===== src/rtl/video_timing_gen.sv =====
// Parametrised raster scan generator: pixel coordinates, data-enable, sync pulses,
// line/frame strobes and a completed-frame counter, all registered and mutually aligned.
module video_timing_gen #(
   parameter int unsigned H_ACTIVE = 640,
   parameter int unsigned H_FP     = 16,
   parameter int unsigned H_SYNC   = 96,
   parameter int unsigned H_BP     = 48,
   parameter int unsigned V_ACTIVE = 480,
   parameter int unsigned V_FP     = 10,
   parameter int unsigned V_SYNC   = 2,
   parameter int unsigned V_BP     = 33,
   parameter bit          HS_POL   = 1'b0,
   parameter bit          VS_POL   = 1'b0,
   parameter int unsigned CW       = 10,
   parameter int unsigned FW       = 16
) (
   input  logic          clk,
   input  logic          rst,
   input  logic          en,
   input  logic          restart,
   output logic [CW-1:0] x,
   output logic [CW-1:0] y,
   output logic          de,
   output logic          hsync,
   output logic          vsync,
   output logic          sol,
   output logic          sof,
   output logic          eof,
   output logic [FW-1:0] frame_cnt
);

   localparam int unsigned H_TOTAL = H_ACTIVE + H_FP + H_SYNC + H_BP;
   localparam int unsigned V_TOTAL = V_ACTIVE + V_FP + V_SYNC + V_BP;

   localparam logic [CW-1:0] H_LAST = CW'(H_TOTAL - 1);
   localparam logic [CW-1:0] V_LAST = CW'(V_TOTAL - 1);
   localparam logic [CW-1:0] H_ACT  = CW'(H_ACTIVE);
   localparam logic [CW-1:0] V_ACT  = CW'(V_ACTIVE);
   localparam logic [CW-1:0] HS_BEG = CW'(H_ACTIVE + H_FP);
   localparam logic [CW-1:0] HS_END = CW'(H_ACTIVE + H_FP + H_SYNC);
   localparam logic [CW-1:0] VS_BEG = CW'(V_ACTIVE + V_FP);
   localparam logic [CW-1:0] VS_END = CW'(V_ACTIVE + V_FP + V_SYNC);

   // Elaboration-time guard on the timing parameters.
   if (H_ACTIVE == 0 || H_FP == 0 || H_SYNC == 0 || H_BP == 0 ||
       V_ACTIVE == 0 || V_FP == 0 || V_SYNC == 0 || V_BP == 0 ||
       CW == 0 || CW > 31 || FW == 0 ||
       H_TOTAL > (32'd1 << CW) || V_TOTAL > (32'd1 << CW)) begin : g_bad_params
      $error("video_timing_gen: invalid timing parameters");
   end

   typedef enum logic {IDLE, RUN} state_t;

   state_t        state, state_nx;
   logic [CW-1:0] h_nx, v_nx;
   logic [FW-1:0] fc_nx;
   logic          de_nx, hs_nx, vs_nx, sol_nx, sof_nx, eof_nx;

   always_ff @(posedge clk or posedge rst) begin
      if (rst) begin
         state     <= IDLE;
         x         <= '0;
         y         <= '0;
         de        <= 1'b0;
         hsync     <= ~HS_POL;
         vsync     <= ~VS_POL;
         sol       <= 1'b0;
         sof       <= 1'b0;
         eof       <= 1'b0;
         frame_cnt <= '0;
      end else begin
         state     <= state_nx;
         x         <= h_nx;
         y         <= v_nx;
         de        <= de_nx;
         hsync     <= hs_nx;
         vsync     <= vs_nx;
         sol       <= sol_nx;
         sof       <= sof_nx;
         eof       <= eof_nx;
         frame_cnt <= fc_nx;
      end
   end

   // Next position, then decode every flag from that next position so outputs stay aligned.
   always_comb begin
      state_nx = state;
      h_nx     = x;
      v_nx     = y;
      fc_nx    = frame_cnt;
      de_nx    = de;
      hs_nx    = hsync;
      vs_nx    = vsync;
      sol_nx   = sol;
      sof_nx   = sof;
      eof_nx   = eof;

      if (restart) begin
         state_nx = IDLE;
         h_nx     = '0;
         v_nx     = '0;
         de_nx    = 1'b0;
         hs_nx    = ~HS_POL;
         vs_nx    = ~VS_POL;
         sol_nx   = 1'b0;
         sof_nx   = 1'b0;
         eof_nx   = 1'b0;
      end else if (en) begin
         state_nx = RUN;
         if (state == IDLE) begin
            h_nx = '0;
            v_nx = '0;
         end else if (x == H_LAST) begin
            h_nx = '0;
            if (y == V_LAST) begin
               v_nx  = '0;
               fc_nx = frame_cnt + FW'(1);
            end else begin
               v_nx = y + CW'(1);
            end
         end else begin
            h_nx = x + CW'(1);
         end

         de_nx  = (h_nx < H_ACT) && (v_nx < V_ACT);
         hs_nx  = (h_nx >= HS_BEG && h_nx < HS_END) ? HS_POL : ~HS_POL;
         vs_nx  = (v_nx >= VS_BEG && v_nx < VS_END) ? VS_POL : ~VS_POL;
         sol_nx = (h_nx == '0);
         sof_nx = (h_nx == '0) && (v_nx == '0);
         eof_nx = (h_nx == H_LAST) && (v_nx == V_LAST);
      end
   end

endmodule


===== config.mk =====
export PLATFORM = sky130hd
export DESIGN_NAME = video_timing_gen
export DESIGN_NICKNAME = d
export VERILOG_FILES = /design/src/rtl/video_timing_gen.sv
export SDC_FILE = /design/constraint.sdc
export NUM_CORES = 1
export LEC_CHECK = 0
export CELL_PAD_IN_SITES_DETAIL_PLACEMENT = 1
export CELL_PAD_IN_SITES_GLOBAL_PLACEMENT = 1
export CORE_MARGIN = 2
export CORE_UTILIZATION = 30
export DETAILED_ROUTE_END_ITERATION = 10
export MAX_ROUTING_LAYER = met4
export PLACE_DENSITY = 0.76
export SLEW_MARGIN = 20
export SYNTH_ARGS = -nofsm -noshare
export SYNTH_HDL_FRONTEND = slang
export SYNTH_SLANG_ARGS = --single-unit

===== constraint.sdc =====
create_clock -name clk -period 2.19 [get_ports clk]
set_input_delay 0.5475 -clock clk [delete_from_list [all_inputs] [get_ports clk]]
set_output_delay 0.5475 -clock clk [all_outputs]
set_load 0.05 [all_outputs]

==> impl_metrics.py <==
metrics = {
    "setup_path": {
        "rr_worst_depth": 7,
        "arrival_ns": 2.49,
        "reg2reg_slack_ns": -0.07,
        "cp_max_fo": 4,
        "worstPathRequired_ns": 2.42,
        "endpoint": "eof$_DFFE_PP0P_",
        "critical_path_class": "reg2reg",
        "critPathLaunchType": "flip-flop",
        "r2r-end": "eof$_DFFE_PP0P_",
        "crit_start": "x[0]$_DFFE_PP0P_",
        "r2r_start": "x[0]$_DFFE_PP0P_",
        "end_kind": "flip-flop",
    },
    "yosys": {
        "yosys.cell_count.top_type": "dfrtp_1",
        "ys_seq_area_frac": 0.381,
        "synthDistinctLibCells": 52,
        "synth_async_sr_flop_share": 1.00,
        "synth-seq-cells": 43,
        "synth.largest_area_cell": "dfrtp_1",
        "synth_fp_nets": 345,
        "synth-edff-count": 0,
        "synthesis.area_sq_um": 2830,
        "synthCells": 337,
        "synth_ff_type": "dfrtp_1",
        "synth_top_area_frac": 0.362,
        "synthTopCellsByCount": "41 x dfrtp_1, 36 x nand2_1, 34 x nor2_1",
        "ys_warn_count": 0,
        "syn_avg_cell_area_sq_um": 8.41,
        "yosys-top-cells-area": "dfrtp_1 36%, nand2_1 4.8%, nor2_1 4.5%",
    },
    "floorplan": {
        "start_util": 0.308,
        "chipWidth_microns": 101,
        "dieArea_sq_um": 10200,
        "die_h_microns": 101,
        "coreArea_sq_um": 9200,
        "num_rows": 35,
        "ios": 46,
    },
    "timing": {
        "rsz0062_at_grt": "true",
        "min_period_ns": 2.26,
        "setup_viol": 7,
        "maxSlewHeadroom": 0.565,
        "final_max_slew_viol_count": 0,
        "worst_pin_slew_ns": 0.649,
        "setup_ws_ns": -0.0737,
        "skew_ns": 0.0187,
        "tns_ns": -0.186,
        "finalHoldViolCount": 0,
        "fin_crit_sh": 1.03,
        "fmax_ghz": 0.442,
        "holdWs_ns": 0.471,
    },
    "routing": {
        "wire_per_inst_microns": 18.4,
        "drt-initial-drc-count": 132,
        "postRouteAntennaNets": 0,
        "drt_wl_total_microns": 10100,
        "drc": 0,
        "post_drt_via_cell_ratio": 5.49,
        "dr.pass1.iters": 4,
        "vias": 3020,
    },
    "flow_run": {
        "maxCapViolCount": 0,
    },
    "global_routing": {
        "antenna_found_initial": 0,
        "grt_max_degree": 44,
        "grt_remaining_overflow": 0,
        "grt_pass1_wl_microns": 15200,
        "grt.total_usage": 0.194,
        "grt_pass1_vias": 2961,
    },
    "cts": {
        "clk_root_buffer_cell": "clkbuf_8",
        "clockBufferDepth": 2,
        "worst_setup_hold_path_clk_slew_ns": 0.10,
        "cts_hold_buf": 0,
        "cts_tree": "yes",
        "numCtsBuffers": 5,
        "clk_latency_ns": 0.32,
        "cts_max_level": 2,
        "clock_sinks": 43,
    },
    "placed_design": {
        "port_buffers": 45,
        "post-place-ws_ns": -0.401,
        "placedCellCount": 529,
        "placed_cell_area_sq_um": 3790,
        "dp_hpwl_microns": 6750,
        "routabilityCongestion": 0.883,
    },
    "final_layout": {
        "drive_gt1_frac": 0.342,
        "design_area_sq_um": 4160,
        "fin_cells": 550,
        "n_antenna_cell": 0,
        "nFillCells": 1098,
        "utilization": 0.452,
        "area_growth_pct": 46.8,
        "final_nets": 446,
    },
    "worst_hold_path": {
        "hp-start": "frame_cnt[15]$_DFFE_PP0P_",
        "hp-class": "reg2reg",
    },
    "run_status": {
        "violations": "negative setup slack",
        "outcome": "finished, violations left",
    },
    "power_and_ir_drop": {
        "p_leak_nw": 1.84,
        "powerDensity_nw_per_um2": 367,
        "total_power_mw": 1.53,
        "ir_drop_mv": 0.203,
    },
}
-- kinds of logic after synthesis --
group                      synth area share
xor gates and xnor gates             0.0742
muxes                                0.0110
AOI/OAI and AO/OA                     0.154
buffers and inverters                0.0464
and+or+nand+nor                       0.317
DFF                                   0.381
adders and majority gates            0.0177
-- layout make-up --
class,count,area [sq um],share of cell area
inverters,10,50.0,0.0120
clock inverters,3,23.8,0.00572
clock buffers,5,68.8,0.0165
well taps,111,139,0.0334
repair buffers,114,968,0.233
flip-flops and latches,43,1090,0.263
multi-input cells,264,1820,0.437
-- state kept, by name, summed over array words and instances, names as in the netlist --
register,cells
vsync,1
hsync,1
sol,1
sof,1
x,10
state,1
frame_cnt,16
de,1
y,10
eof,1
-- worst min path at each step --
stage / endpoint / slack [ns] / depth (start not counted)
3_3_place_gp: frame_cnt[15]$_DFFE_PP0P_ / 0.46 / 1
4_1_cts: frame_cnt[15]$_DFFE_PP0P_ / 0.48 / 1
3_5_place_dp: frame_cnt[15]$_DFFE_PP0P_ / 0.47 / 1
2_1_floorplan: x[1]$_DFFE_PP0P_ / 0.59 / 2
6_report: frame_cnt[15]$_DFFE_PP0P_ / 0.47 / 1
5_1_grt: frame_cnt[15]$_DFFE_PP0P_ / 0.50 / 1
-- cell usage in the layout, fill, tap and decap left out, types with 5 or more instances in the layout --
cell             instances
a21oi_1                 24
a31oi_1                  6
and2_1                   6
and3_1                   7
buf_4                   84
clkbuf_8                 5
clkdlybuf4s50_1         19
dfrtp_1                 29
dfrtp_2                 12
dlymetal6s2s_1           5
inv_1                    7
nand2_1                 36
nand3_1                 12
nand4_1                 11
nor2_1                  32
nor3_1                  12
o21ai_0                 16
o31ai_1                  5
or3_1                    6
xnor2_1                 11
xor2_1                  12
-- report_power, final --
part,total [mW],leakage (nW),switching (mW),internal [mW]
combinational,0.145,1.24,0.0934,0.0518
clock,0.576,0.0408,0.346,0.229
sequential,0.807,0.564,0.00663,0.800
-- worst max-delay path, stage by stage, from the launching register on --
cell and delay [ns]:
dfrtp_2 0.39, ha_4 0.16, and4_4 0.25, nand3_2 0.10, xnor2_2 0.15, or4_4 0.51
or4_4 0.42, o31ai_2 0.20
-- layer usage --
| layer | wire [microns] | GRT usage |
|---|---|---|
| met5 | 0 | - |
| met4 | 194 | 0.0457 |
| met3 | 473 | 0.0228 |
| met2 | 5110 | 0.329 |
| met1 | 4340 | 0.248 |
-- what timing repair did --
| item | CTS | global route |
|---|---|---|
| setup buffers | 2 | 11 |
| endpoints found under the setup margin | 13 | 28 |
| pin swaps | 5 | 14 |
| gates resized for setup | 13 | 32 |
Note: power is estimated with default switching activity, not from simulation.
